[src/rtl/img_color_proc_pkg.sv]
// Shared definitions for the frame colour-processing stage.
// Frame geometry, pixel format, op codes and FSM encodings.
// RGB444 field helpers used by the pixel operator and its users.
package img_color_proc_pkg;

  localparam int c_img_cols    = 120;
  localparam int c_img_rows    = 90;
  localparam int c_img_pxls    = c_img_cols * c_img_rows;
  localparam int c_nb_img_pxls = 14;
  localparam int c_nb_buf      = 12;
  localparam int c_red_thr     = 4;

  // Pixel operation selected by proc_sel
  typedef enum logic [1:0] {
    OP_PASS = 2'd0,
    OP_GRAY = 2'd1,
    OP_RED  = 2'd2,
    OP_INV  = 2'd3
  } op_t;

  // Frame sequencer states
  typedef enum logic [1:0] {
    ST_IDLE  = 2'd0,
    ST_RUN   = 2'd1,
    ST_DRAIN = 2'd2,
    ST_DONE  = 2'd3
  } state_t;

  // RGB444 field slices, {R[11:8], G[7:4], B[3:0]}
  function automatic logic [3:0] px_r(input logic [c_nb_buf-1:0] p);
    return p[11:8];
  endfunction

  function automatic logic [3:0] px_g(input logic [c_nb_buf-1:0] p);
    return p[7:4];
  endfunction

  function automatic logic [3:0] px_b(input logic [c_nb_buf-1:0] p);
    return p[3:0];
  endfunction

endpackage

[src/rtl/img_pxl_op.sv]
// Combinational RGB444 pixel operator: pass, gray, red-mask, invert, plus red flag.
// Latency: 0 clks (pure combinational).
// Backpressure: none; result follows the input every cycle.
module img_pxl_op
  import img_color_proc_pkg::*;
(
  input  logic [c_nb_buf-1:0] pxl,
  input  op_t                 op,
  input  logic [3:0]          thr,
  output logic [c_nb_buf-1:0] out_pxl,
  output logic                is_red
);

  logic [3:0] r;
  logic [3:0] g;
  logic [3:0] b;
  logic [5:0] gray_sum;
  logic [3:0] y;
  logic [4:0] g_lim;
  logic [4:0] b_lim;

  assign r = px_r(pxl);
  assign g = px_g(pxl);
  assign b = px_b(pxl);

  // Luma approximation (r + 2g + b) / 4; the 6-bit sum never exceeds 60 so y <= 15
  always_comb begin
    gray_sum = {2'b00, r} + {1'b0, g, 1'b0} + {2'b00, b};
    y        = 4'(gray_sum >> 2);
  end

  // Red classifier: red channel must beat both others by thr, 5-bit so g+thr cannot wrap
  always_comb begin
    g_lim  = {1'b0, g} + {1'b0, thr};
    b_lim  = {1'b0, b} + {1'b0, thr};
    is_red = ({1'b0, r} >= g_lim) && ({1'b0, r} >= b_lim);
  end

  // Output mux over the selected operation
  always_comb begin
    out_pxl = pxl;
    case (op)
      OP_PASS: out_pxl = pxl;
      OP_GRAY: out_pxl = {y, y, y};
      OP_RED:  out_pxl = is_red ? 12'hFFF : 12'h000;
      OP_INV:  out_pxl = ~pxl;
      default: out_pxl = pxl;
    endcase
  end

endmodule

[src/rtl/img_color_proc.sv]
// Streams a captured RGB444 frame through a colour op into the processed buffer, counting red pixels.
// Latency: 2 clks from read address to write; done 1 clk after the last write.
// Backpressure: none; one pixel per clk, start ignored while busy or in DONE.
module img_color_proc
  import img_color_proc_pkg::*;
(
  input  logic                     clk,
  input  logic                     rst,
  input  logic                     start,
  input  logic [1:0]               proc_sel,
  output logic [c_nb_img_pxls-1:0] orig_addr,
  input  logic [c_nb_buf-1:0]      orig_pxl,
  output logic [c_nb_img_pxls-1:0] proc_addr,
  output logic [c_nb_buf-1:0]      proc_pxl,
  output logic                     proc_we,
  output logic                     busy,
  output logic                     done,
  output logic [c_nb_img_pxls-1:0] red_cnt
);

  localparam logic [c_nb_img_pxls-1:0] c_last_addr = c_nb_img_pxls'(c_img_pxls - 1);
  localparam logic [c_nb_img_pxls-1:0] c_cnt_max   = '1;

  state_t                   state_q;
  state_t                   state_d;
  logic                     drain_q;
  logic [c_nb_img_pxls-1:0] addr_q;
  op_t                      sel_q;

  logic                     s1_vld_q;
  logic [c_nb_img_pxls-1:0] s1_addr_q;
  logic                     s2_vld_q;
  logic [c_nb_img_pxls-1:0] s2_addr_q;
  logic [c_nb_buf-1:0]      s2_pxl_q;
  logic                     s2_red_q;

  logic [c_nb_img_pxls-1:0] red_acc_q;
  logic [c_nb_img_pxls-1:0] red_acc_d;
  logic [c_nb_img_pxls-1:0] red_cnt_q;

  logic                     start_acc;
  logic                     last_addr;
  logic                     frame_end;
  logic [c_nb_buf-1:0]      op_pxl;
  logic                     op_red;

  assign start_acc = start && (state_q == ST_IDLE);
  assign last_addr = (addr_q == c_last_addr);
  // Final DRAIN clk: the last pixel is being written, DONE follows
  assign frame_end = (state_q == ST_DRAIN) && drain_q;

  // FSM state register plus the two-clk drain timer
  always_ff @(posedge clk or posedge rst) begin
    if (rst) begin
      state_q <= ST_IDLE;
      drain_q <= 1'b0;
    end else begin
      state_q <= state_d;
      drain_q <= (state_q == ST_DRAIN) ? ~drain_q : 1'b0;
    end
  end

  // FSM next-state logic
  always_comb begin
    state_d = state_q;
    case (state_q)
      ST_IDLE:  if (start)     state_d = ST_RUN;
      ST_RUN:   if (last_addr) state_d = ST_DRAIN;
      ST_DRAIN: if (drain_q)   state_d = ST_DONE;
      ST_DONE:                 state_d = ST_IDLE;
      default:                 state_d = ST_IDLE;
    endcase
  end

  // FSM outputs
  always_comb begin
    busy = (state_q != ST_IDLE);
    done = (state_q == ST_DONE);
  end

  // Read address counter; returns to 0 after the last pixel so it idles at 0
  always_ff @(posedge clk or posedge rst) begin
    if (rst) begin
      addr_q <= '0;
    end else if (state_q == ST_RUN) begin
      addr_q <= last_addr ? '0 : addr_q + 1'b1;
    end else begin
      addr_q <= '0;
    end
  end

  // Operation is latched on the accepted start so proc_sel may change mid-frame
  always_ff @(posedge clk or posedge rst) begin
    if (rst) begin
      sel_q <= OP_PASS;
    end else if (start_acc) begin
      sel_q <= op_t'(proc_sel);
    end
  end

  assign orig_addr = addr_q;

  img_pxl_op u_pxl_op (
    .pxl     (orig_pxl),
    .op      (sel_q),
    .thr     (4'(c_red_thr)),
    .out_pxl (op_pxl),
    .is_red  (op_red)
  );

  // Stage 1 tracks the address whose data arrives from the buffer this clk
  always_ff @(posedge clk or posedge rst) begin
    if (rst) begin
      s1_vld_q  <= 1'b0;
      s1_addr_q <= '0;
    end else begin
      s1_vld_q  <= (state_q == ST_RUN);
      s1_addr_q <= addr_q;
    end
  end

  // Stage 2 registers the op result and red flag and drives the write port
  always_ff @(posedge clk or posedge rst) begin
    if (rst) begin
      s2_vld_q  <= 1'b0;
      s2_addr_q <= '0;
      s2_pxl_q  <= '0;
      s2_red_q  <= 1'b0;
    end else begin
      s2_vld_q  <= s1_vld_q;
      s2_addr_q <= s1_vld_q ? s1_addr_q : '0;
      s2_pxl_q  <= s1_vld_q ? op_pxl : '0;
      s2_red_q  <= s1_vld_q && op_red;
    end
  end

  assign proc_we   = s2_vld_q;
  assign proc_addr = s2_addr_q;
  assign proc_pxl  = s2_pxl_q;

  // Red accumulator: cleared on start, counts flagged writes, saturates at all-ones
  always_comb begin
    red_acc_d = red_acc_q;
    if (start_acc) begin
      red_acc_d = '0;
    end else if (s2_vld_q && s2_red_q && (red_acc_q != c_cnt_max)) begin
      red_acc_d = red_acc_q + 1'b1;
    end
  end

  // Published count loads together with the last write so it is valid while done is high
  always_ff @(posedge clk or posedge rst) begin
    if (rst) begin
      red_acc_q <= '0;
      red_cnt_q <= '0;
    end else begin
      red_acc_q <= red_acc_d;
      if (frame_end) begin
        red_cnt_q <= red_acc_d;
      end
    end
  end

  assign red_cnt = red_cnt_q;

endmodule

[config.mk]
export PLATFORM = sky130hd
export DESIGN_NAME = img_color_proc
export DESIGN_NICKNAME = d
export VERILOG_FILES = /design/src/rtl/img_color_proc_pkg.sv /design/src/rtl/img_pxl_op.sv /design/src/rtl/img_color_proc.sv
export SDC_FILE = /design/constraint.sdc
export NUM_CORES = 1
export LEC_CHECK = 0
export ABC_CLOCK_PERIOD_IN_PS = 5000
export CELL_PAD_IN_SITES_DETAIL_PLACEMENT = 0
export CELL_PAD_IN_SITES_GLOBAL_PLACEMENT = 1
export CORE_MARGIN = 2
export CORE_UTILIZATION = 28
export DETAILED_ROUTE_END_ITERATION = 6
export PLACE_DENSITY_LB_ADDON = 0.1
export SYNTH_ARGS = -nofsm -noshare
export SYNTH_HDL_FRONTEND = slang
export SYNTH_SLANG_ARGS = --single-unit
[constraint.sdc]
create_clock -name clk -period 5 [get_ports clk]
set_input_delay 1 -clock clk [delete_from_list [all_inputs] [get_ports clk]]
set_output_delay 1 -clock clk [all_outputs]
set_load 0.01 [all_outputs]
==> results of run 1 <==
==> per-layer routing <==
layer	track usage [%]	vias to the layer above	part of all wire, %
met4	6.812	0	2.2
met3	3.068	15	3.6
met2	20.47	50	46
met1	18.36	1417	48
li1	-	1405	-
met5	0	-	0
==> per-stage QoR <==
step	instance area (um2)	instances	worst slack [ns]
2_1_floorplan	4028	365	1.665
3_3_place_gp	4957	610	1.425
3_5_place_dp	4957	610	1.354
4_1_cts	5286	626	1.706
5_1_grt	5286	626	1.532
6_report	5286	626	1.678
==> how the worst max path moves through the flow <==
stage	startpoint	end	depth (start not counted)
final	orig_pxl[2]	proc_pxl[9]$_DFF_PP0_	9
after global routing	orig_pxl[2]	proc_pxl[6]$_DFF_PP0_	9
after CTS	orig_pxl[2]	proc_pxl[9]$_DFF_PP0_	9
after detailed placement	orig_pxl[2]	proc_pxl[9]$_DFF_PP0_	9
after global placement	orig_pxl[2]	proc_pxl[2]$_DFF_PP0_	9
after floorplan	rst	drain_q$_DFF_PP0_	1
==> synthesized netlist by cell type, types with 2 or more instances <==
cell	count	share of area [%]
a2111oi_0	2	0.43
a211oi_1	3	0.56
a21oi_1	10	1.2
a311oi_1	2	0.43
a32oi_1	2	0.43
and2_1	19	3.0
and3_1	2	0.31
and4_1	2	0.43
clkbuf_1	8	0.75
dfrtp_1	90	56
fa_1	4	2.0
ha_1	21	6.5
inv_1	15	1.4
mux2i_1	7	1.7
nand2_1	34	3.2
nand2b_1	7	1.1
nand3_1	10	1.2
nand4_1	9	1.4
nor2_1	34	3.2
nor2b_1	4	0.62
nor3_1	8	0.99
nor4_1	5	0.78
o21ai_0	23	2.9
or2_2	2	0.31
xnor2_1	12	2.6
xor2_1	10	2.2
==> worst max-delay path: cells and delay by family <==
family          cells  cell delay [ns]
simple gates        4             1.11
fa+ha+maj           2             0.61
buf+inv             2             0.58
compound gates      1             0.28
==> report_power, final <==
| group | internal, mW | total [mW] | switching, mW |
|---|---|---|---|
| logic | 0.324 | 0.646 | 0.322 |
| registers | 0.861 | 0.987 | 0.126 |
| clock network | 0.452 | 0.745 | 0.292 |
==> layout make-up <==
cell class | instances | area, um2
Clock inverter | 6 | 90.09
Multi-Input combinational cell | 251 | 1684
Tap cell | 180 | 225.2
Timing Repair Buffer | 74 | 738.2
Fill cell | 1425 | 8702
Clock buffer | 10 | 239.0
Sequential cell | 90 | 2252
Inverter | 15 | 57.56
==> kinds of logic (layout without fill, tap and decap cells) <==
group,Yosys count,after routing
compound gates,53,53
xor+xnor,22,22
fa+ha+maj,25,25
buf+inv,24,105
flops,90,90
mux,8,8
simple gates,143,143
==> layout by cell type, fill, tap and decap left out, drive strengths merged, types with 2 or more instances in the layout <==
master,synthesis,routed
dfrtp,90,90
clkdlybuf4s50,0,73
nor2,35,35
nand2,34,34
o21ai,24,24
ha,21,21
and2,19,19
inv,15,14
xnor2,12,12
xor2,10,10
nand3,10,10
a21oi,10,10
clkbuf,8,10
nand4,9,9
nor3,8,8
nand2b,7,7
mux2i,7,7
nor4,5,5
nor2b,4,4
fa,4,4
clkinv,0,4
a211oi,3,3
and4,2,2
or2,2,2
and3,2,2
a2111oi,2,2
a32oi,2,2
a311oi,2,2
bufinv,0,2
or4,2,2
==> flip-flops by register name, summed over array words and instances, names as in the netlist <==
register and count:
sel_q 2, proc_addr 14, red_cnt 14, orig_addr 14
s1_addr_q 14, s1_vld_q 1, proc_we 1, proc_pxl 12
red_acc_q 14, state_q 2, s2_red_q 1, drain_q 1
==> key figures, run 1 <==
Clock network
  • Root buffer cell: clkbuf_16
  • CTS max path bufs: 2
  • TritonCTS Sinks: 90
  • Clock buffer count from CTS: 9
  • TritonCTS clock tree: built
  • Insertion delay to the later sink of the worst-skew pair: 0.34 ns
  • Post-CTS Setup Inserts: 0
  • CTS resizes: 0
  • Hold_buf cts: 0
  • Clock transition at path regs: 0.07 ns
  • # H-tree levels: 3

Synthesis
  • Post-Syn Instances: 365
  • Yosys warns: 0
  • Seq/Total Area, Yosys: 55.92%
  • Post-synthesis adder-cell area fraction: under 10%
  • Post-Synth XOR/XNOR Area: under 10%
  • Synth Flop Type: dfrtp_1
  • Post-synth EDFFs: 0
  • Syn Std Cell Area: ~0.0040 mm2
  • Syn Nets: 407
  • Share of synthesized area spent on multiplexers: 2.019%
  • Yosys reg bits: 90
  • Ys async rst share: 100.0%
  • Simple-gate area share of the yosys netlist: 17.89%
  • Synth Area in Compound Gates: 8.605%
  • Unique masters post-synth: 46
  • Main combinational cell family by area after synthesis: simple AND/OR/NAND/NOR gates
  • Avg Inst Size Synth: 11.03 um2

Floorplanning
  • Num rows: 43
  • Die Y: approximately 120 um
  • IO Pins: 74
  • Initial Util: 28.79%
  • Die W: 123.9 um
  • Core area: 0.01399 mm2
  • Die ar.: 0.01536 mm2

Cells and area
  • Post-layout util: 37.79%
  • Ant diodes: 0
  • Area Overhead vs Synth: 31.25%
  • Share of layout cells above drive strength 1: under 10%
  • Layout Nets: 483

Global route
  • Vias in the first global route: 2,963
  • Largest net degree at the start of global routing: 52
  • GRT Overall Usage: 13.57%
  • First-pass GRT wire length: 15,590 um
  • Total gr overflow: 0
  • Antenna violations before repair: 0

STA
  • Ratio of final minimum period to clock period: 66.44%
  • Slew Limit Fails: 0
  • RSZ-0062 raised after global routing: false
  • Setup TNS: 0 ns
  • Final setup viols: 0
  • Worst-Margin Slew: 0.8691 ns
  • Minimum clock period: approximately 3.3 ns
  • Max frequency: 301.0 MHz
  • Final Skew: 0.004436 ns
  • Slew headroom: 41.86%
  • Final Hold Viols: 0
  • Final hold slack: 0.4471 ns

Min path
  • Hold WC Path Type: reg -> reg
  • Worst hold start: drain_q$_DFF_PP0_
  • Hold path cells: 1
  • Hold Path Sink: drain_q$_DFF_PP0_

Outcome
  • Run status: complete, no violations

Pwr
  • Pwr Total: ~2.4 mW
  • Power Density: approximately 450 mW/mm2
  • Max IR drop VDD: 0.1678 mV
  • Leak: between 2 and 2.5 nW

Worst setup path
  • WP data arrival: 3.58 ns
  • CP Max Fanout: 6
  • Max stage delay on crit path: 0.54 ns
  • Reg2Reg Depth: 5
  • Critical R2R Capture: state_q[1]$_DFFE_PP0P_
  • Critical path, cell by cell: clkdlybuf4s50_1 -> ha_1 -> inv_1 -> ha_1 -> nor2_1 -> or4_1 -> nor4_1 -> nor2_1 -> a211oi_1
  • Slowest CP cell: clkdlybuf4s50_1
  • Worst reg2reg path startpoint: orig_addr[6]$_DFF_PP0_
  • WS Path Type: in -> reg
  • Reg2reg setup slack: 2.48 ns
  • WP data required: 5.26 ns
  • Critical path endpoint category: register
  • Startpoint Class: input port

Flow run
  • Max cap viols: 0

Routing
  • DRT Pass-1 Iters: 4
  • Drt total wl: ~9400 um
  • DR iter-0 viols: 114
  • WL/cell: between 15 and 20 um
  • Total number of vias: 2,887
  • Via density: around 4.6
  • ANT nets after route: 0
  • Post-route DRC: 0

Placed design
  • Port Buf Inserts: between 70 and 80
  • Final HPWL DP: 6658 um
  • Final GP Congestion: around 0.76
Note: power is estimated with default switching activity, not from simulation.
==> inputs of run 2 (changes only) <==
--- a/config.mk
+++ b/config.mk
@@ -5,7 +5,7 @@
 export SDC_FILE = /design/constraint.sdc
 export NUM_CORES = 1
 export LEC_CHECK = 0
-export ABC_CLOCK_PERIOD_IN_PS = 5000
+export ABC_CLOCK_PERIOD_IN_PS = 3470
 export CELL_PAD_IN_SITES_DETAIL_PLACEMENT = 0
 export CELL_PAD_IN_SITES_GLOBAL_PLACEMENT = 1
 export CORE_MARGIN = 2
==> constraint.sdc (replaced) <==
create_clock -name clk -period 3.47 [get_ports clk]
set_input_delay 0.694 -clock clk [delete_from_list [all_inputs] [get_ports clk]]
set_output_delay 0.694 -clock clk [all_outputs]
set_load 0.01 [all_outputs]
==> key figures, run 2 (same netlist as run 1, synthesis figures left out) <==
STA
  • Minimum clock period: 2.900 ns
  • Slew headroom: 61.28% (+19 points)
  • Max frequency: 344.9 MHz
  • Ratio of final minimum period to clock period: 83.56%
  • Final Skew: 0.008213 ns (+0.003776 ns)
  • RSZ-0062 raised after global routing: false
  • Setup TNS: 0 ns (unchanged)
  • Final setup viols: 0 (unchanged)
  • Worst-Margin Slew: 0.5764 ns (-0.2927 ns)
  • Slew Limit Fails: 0 (unchanged)
  • Final Hold Viols: 0 (unchanged)

Cells and area
  • Layout Nets: 486 (+0.62%)
  • Area Overhead vs Synth: 31.59%
  • Post-layout util: 37.89% (+0.098 points)
  • Most common cell after layout, fill and taps aside: dfrtp_1
  • Commonest cells after routing, fill and taps aside: 90 x dfrtp_1, 73 x clkdlybuf4s50_1, 34 x nor2_1, 34 x nand2_1, 23 x o21ai_0
  • Ant diodes: 0 (unchanged)
  • Share of layout cells above drive strength 1: 5.568% (+0.19 points)

Routing
  • DRT Pass-1 Iters: 4 (unchanged)
  • Metal3 WL: 482 um (+42%)
  • Highest metal used: met4
  • Met1 WL: 4304 um (-5.3%)
  • Drt total wl: 9285 um (-1.3%)
  • WL/cell: 14.76 um (-1.8%)
  • Via density: 4.541 (-1.5%)
  • Post-route DRC: 0 (unchanged)
  • Total number of vias: 2,856 (-1.1%)
  • ANT nets after route: 0 (unchanged)
  • Met2 wire length: 4393 um (+1.8%)
  • DR iter-0 viols: 91 (-20%)

Worst setup path
  • Critical path endpoint category: register
  • Most used cell, CP: ha_1
  • Startpoint Class: input port
  • Critical path, cell by cell: clkdlybuf4s50_1 -> ha_1 -> inv_1 -> ha_1 -> nor2_1 -> or4b_1 -> nor4_1 -> a32oi_1 -> mux2i_1
  • Slowest CP cell: clkdlybuf4s50_1
  • WS Path Type: in -> reg
  • Max stage delay on crit path: 0.54 ns (about the same)
  • WP data required: 3.73 ns (-1.53 ns)
  • CP Max Fanout: 4 (-2)
  • WP data arrival: 3.16 ns (-0.42 ns)

Placed design
  • Port Buf Inserts: 73 (unchanged)
  • Final HPWL DP: 6472 um (-2.8%)
  • Final GP Congestion: 0.7504 (-1.7%)

Clock network
  • Post-CTS Setup Inserts: 0 (unchanged)
  • CTS max path bufs: 2 (unchanged)
  • # H-tree levels: 3 (unchanged)
  • Insertion delay to the later sink of the worst-skew pair: 0.34 ns (about the same)
  • Hold_buf cts: 0 (unchanged)
  • TritonCTS clock tree: built
  • CTS resizes: 0 (unchanged)
  • Root buffer cell: clkbuf_16
  • TritonCTS Sinks: 90 (unchanged)
  • Clock buffer count from CTS: 9 (unchanged)
  • Clock transition at path regs: 0.06 ns (about the same)

Floorplanning
  • Die W: 123.9 um (unchanged)
  • Num rows: 43 (unchanged)
  • IO Pins: 74 (unchanged)
  • Die ar.: 0.01536 mm2 (unchanged)
  • Core area: 0.01399 mm2 (unchanged)
  • Initial Util: 28.79% (unchanged)
  • Die Y: 123.9 um (unchanged)

Pwr
  • Leak: 2.374 nW (+0.46%)
  • Power Density: 638.1 mW/mm2 (+42%)
  • Max IR drop VDD: 0.3581 mV (+110%)

Global route
  • Largest net degree at the start of global routing: 91 (+75%)
  • Vias in the first global route: 2,996 (+1.1%)
  • First-pass GRT wire length: 15,660 um (+0.49%)
  • Antenna violations before repair: 0 (unchanged)
  • Total gr overflow: 0 (unchanged)
  • GRT Overall Usage: 13.55% (-0.018 points)

Outcome
  • Run status: complete, no violations

Flow run
  • Max cap viols: 0 (unchanged)

Min path
  • Hold WC Path Type: reg -> reg
## run 2: changes by cell type in the layout (fill, tap and decap cells not counted)
cell,previous run,this run
clkbuf_8,1,2
clkinv_2,2,1
buf_4,1,3
clkbuf_1,0,2
buf_12,0,1
bufinv_16,2,1
clkinvlp_4,1,0
## run 2: path summary, 6_finish.rpt
kind,start,endpoint,slack (ns),cells after the start
max,orig_pxl[2],proc_pxl[2]$_DFF_PP0_,0.57,9
min,drain_q$_DFF_PP0_,drain_q$_DFF_PP0_,0.45,1
max reg2reg,red_acc_q[0]$_DFF_PP0_,red_cnt[2]$_DFFE_PP0P_,1.35,6
min reg2reg,drain_q$_DFF_PP0_,drain_q$_DFF_PP0_,0.45,1
max in group asynchronous,rst,red_cnt[7]$_DFFE_PP0P_,2.28,3
min in group asynchronous,rst,proc_addr[1]$_DFF_PP0_,0.75,3
## run 2: area by class of cell
class / count / area, um2
Timing Repair Buffer: 77 / 773.2
Sequential cell: 90 / 2252
Tap cell: 180 / 225.2
Clock inverter: 3 / 47.55
Clock buffer: 13 / 260.3
Multi-Input combinational cell: 251 / 1684
Fill cell: 1404 / 8688
Inverter: 15 / 57.56
## run 2: routing by layer
metal  up-vias  global-route usage [%]
li1       1416                       -
met1      1376                   17.66
met2        55                   21.05
met3         9                   4.899
met4         0                   4.354
met5         -                       0
## run 2: stage by stage
step           std cells  hold slack [ns]  setup slack, ns  instance area (um2)  power, mW
2_1_floorplan        365           0.4026           0.4407                 4028      1.893
3_3_place_gp         613           0.4390           0.1543                 4992      2.423
3_5_place_dp         613           0.4333           0.2049                 4992      2.426
4_1_cts              629           0.4479           0.5753                 5300      3.455
5_1_grt              629           0.4749           0.3573                 5300      3.636
6_report             629           0.4473           0.5704                 5300      3.382
## run 2: power by group
part	leakage [nW]	total (mW)	switching, mW	internal [mW]
registers	1.23	1.38	0.140	1.24
logic	0.992	0.995	0.507	0.487
clock network	0.150	1.01	0.405	0.601
total	2.37	3.38	1.05	2.33
## run 2: critical path, delay by kind of cell
kind / cells / cell delay, ns
AOI/OAI and AO/OA: 1 / 0.21
and+or+nand+nor: 3 / 0.87
muxes: 1 / 0.21
adders and majority gates: 2 / 0.60
buffers and inverters: 2 / 0.58
==> inputs of run 3 (changes only) <==
--- a/config.mk
+++ b/config.mk
@@ -5,7 +5,7 @@
 export SDC_FILE = /design/constraint.sdc
 export NUM_CORES = 1
 export LEC_CHECK = 0
-export ABC_CLOCK_PERIOD_IN_PS = 3470
+export ABC_CLOCK_PERIOD_IN_PS = 2800
 export CELL_PAD_IN_SITES_DETAIL_PLACEMENT = 0
 export CELL_PAD_IN_SITES_GLOBAL_PLACEMENT = 1
 export CORE_MARGIN = 2
==> constraint.sdc (replaced) <==
create_clock -name clk -period 2.8 [get_ports clk]
set_input_delay 0.56 -clock clk [delete_from_list [all_inputs] [get_ports clk]]
set_output_delay 0.56 -clock clk [all_outputs]
set_load 0.01 [all_outputs]
==> key figures, run 3 (same netlist as run 1, synthesis figures left out) <==
Clock network
  • Post-CTS Setup Inserts: 0 (unchanged)
  • CTS resizes: 0 (unchanged)
  • Root buffer cell: clkbuf_16
  • TritonCTS clock tree: built
  • # H-tree levels: 3 (unchanged)
  • Insertion delay to the later sink of the worst-skew pair: 0.34 ns (about the same)
  • Clock transition at path regs: 0.06 ns (about the same)
  • CTS max path bufs: 2 (unchanged)
  • TritonCTS Sinks: 90 (unchanged)
  • Clock buffer count from CTS: 9 (unchanged)
  • Hold_buf cts: 0 (unchanged)

Worst setup path
  • Slowest CP cell: clkdlybuf4s50_1
  • WP data required: 3.05 ns (-0.68 ns)
  • CP Max Fanout: 6 (+2)
  • WS Path Type: in -> reg
  • Critical path, cell by cell: clkdlybuf4s50_1 -> ha_1 -> inv_1 -> ha_1 -> nor2_1 -> or4_1 -> nor4_1 -> nor2_1 -> a211oi_1
  • Max stage delay on crit path: 0.48 ns (-0.06 ns)
  • WP data arrival: 2.88 ns (-0.28 ns)
  • Reg2Reg Depth: 6 (unchanged)
  • Startpoint Class: input port
  • Critical path endpoint category: register

Pwr
  • Pwr Total: 4.273 mW (+26%)
  • Leak: 2.480 nW (+4.5%)
  • Power Density: 778.7 mW/mm2 (+22%)
  • Max IR drop VDD: 0.3380 mV (-5.6%)

Floorplanning
  • Num rows: 43 (unchanged)
  • IO Pins: 74 (unchanged)
  • Initial Util: 28.79% (unchanged)
  • Die W: 123.9 um (unchanged)
  • Core area: 0.01399 mm2 (unchanged)
  • Die ar.: 0.01536 mm2 (unchanged)
  • Die Y: 123.9 um (unchanged)

Cells and area
  • Most common cell after layout, fill and taps aside: dfrtp_1
  • Design Area, Final: 0.005488 mm2 (+3.5%)
  • Share of layout cells above drive strength 1: 10.40% (+4.8 points)
  • Commonest cells after routing, fill and taps aside: 90 x dfrtp_1, 73 x clkdlybuf4s50_1, 34 x nor2_1, 34 x nand2_1, 24 x buf_4
  • Post-layout util: 39.23% (+1.3 points)
  • Layout Nets: 508 (+4.5%)
  • Area Overhead vs Synth: 36.25%
  • Ant diodes: 0 (unchanged)
  • Filler instances: 1,431 (+1.9%)

Global route
  • GRT Overall Usage: 13.95% (+0.40 points)
  • Vias in the first global route: 3,139 (+4.8%)
  • Largest net degree at the start of global routing: 28 (-69%)
  • Antenna violations before repair: 0 (unchanged)
  • Total gr overflow: 0 (unchanged)
  • First-pass GRT wire length: 16,260 um (+3.8%)

STA
  • Ratio of final minimum period to clock period: 93.80%
  • Final hold slack: 0.4492 ns (+0.001922 ns)
  • Slew headroom: 57.23% (-4.0 points)
  • Slew Limit Fails: 0 (unchanged)
  • Max frequency: 380.7 MHz
  • Minimum clock period: 2.626 ns
  • Worst-Margin Slew: 0.6402 ns (+0.06376 ns)
  • Final Hold Viols: 0 (unchanged)
  • Setup TNS: 0 ns (unchanged)
  • Final Skew: 0.002829 ns (-0.005384 ns)
  • RSZ-0062 raised after global routing: false
  • Final setup viols: 0 (unchanged)

Routing
  • WL/cell: 14.72 um (-0.28%)
  • ANT nets after route: 0 (unchanged)
  • Post-route DRC: 0 (unchanged)
  • DR iter-0 viols: 77 (-15%)
  • Via density: 4.561 (+0.44%)
  • Total number of vias: 2,969 (+4.0%)
  • Drt total wl: 9583 um (+3.2%)
  • DRT Pass-1 Iters: 4 (unchanged)

Placed design
  • Port Buf Inserts: 73 (unchanged)
  • Final HPWL DP: 6972 um (+7.7%)
  • Final GP Congestion: 0.7973 (+6.3%)
  • Placed Instance Area: 0.005172 mm2 (+3.6%)

Min path
  • Hold path cells: 1 (unchanged)
  • Hold WC Path Type: reg -> reg

Flow run
  • Max cap viols: 0 (unchanged)

Outcome
  • Run status: complete, no violations
run 3: changes by cell type in the layout (fill, tap and decap cells not counted):
cell        delta
buf_12         +1
buf_4         +21
clkbuf_1       -2
clkinv_2       -1
clkinvlp_4     +3
run 3: report_power, final:
group | switching, mW | total (mW) | leakage, nW | internal, mW
logic | 0.679 | 1.34 | 1.10 | 0.658
clock network | 0.502 | 1.24 | 0.148 | 0.743
registers | 0.153 | 1.69 | 1.23 | 1.54
total | 1.33 | 4.27 | 2.48 | 2.94
run 3: final timing paths:
path	startpoint	slack [ns]	end
worst max-delay path	orig_pxl[3]	0.17	proc_pxl[9]$_DFF_PP0_
worst min-delay path	drain_q$_DFF_PP0_	0.45	drain_q$_DFF_PP0_
worst max register to register	orig_addr[0]$_DFF_PP0_	0.79	state_q[1]$_DFFE_PP0P_
worst min register to register	drain_q$_DFF_PP0_	0.45	drain_q$_DFF_PP0_
max in group asynchronous	rst	1.52	orig_addr[8]$_DFF_PP0_
min in group asynchronous	rst	0.65	proc_addr[8]$_DFF_PP0_
run 3: final cells by class:
class	count	area [um2]	share of cell area, %
Sequential cell	90	2252	41.04
Multi-Input combinational cell	251	1684	30.69
Timing Repair Buffer	99	950.9	17.33
Clock buffer	11	252.7	4.606
Tap cell	180	225.2	4.104
Clock inverter	5	62.56	1.140
Inverter	15	60.06	1.094
run 3: metrics by stage:
step	cells	worst slack, ns
after floorplan	365	0.5322
after global placement	635	-0.1651
after detailed placement	635	-0.1679
after CTS	651	0.1822
after global routing	651	0.008662
final	651	0.1736
run 3: per-layer routing:
| layer | global-route usage, % | wire, um | vias to the layer above |
|---|---|---|---|
| li1 | - | - | 1454 |
| met1 | 17.38 | 4315 | 1443 |
| met5 | 0 | 0 | - |
| met4 | 4.354 | 149 | 0 |
| met3 | 4.945 | 440 | 11 |
| met2 | 22.73 | 4678 | 61 |
run 3: critical path: cells and delay by family:
kind / cells / cell delay [ns]
compound gates: 1 / 0.25
buf+inv: 2 / 0.52
fa+ha+maj: 2 / 0.58
simple gates: 4 / 0.97
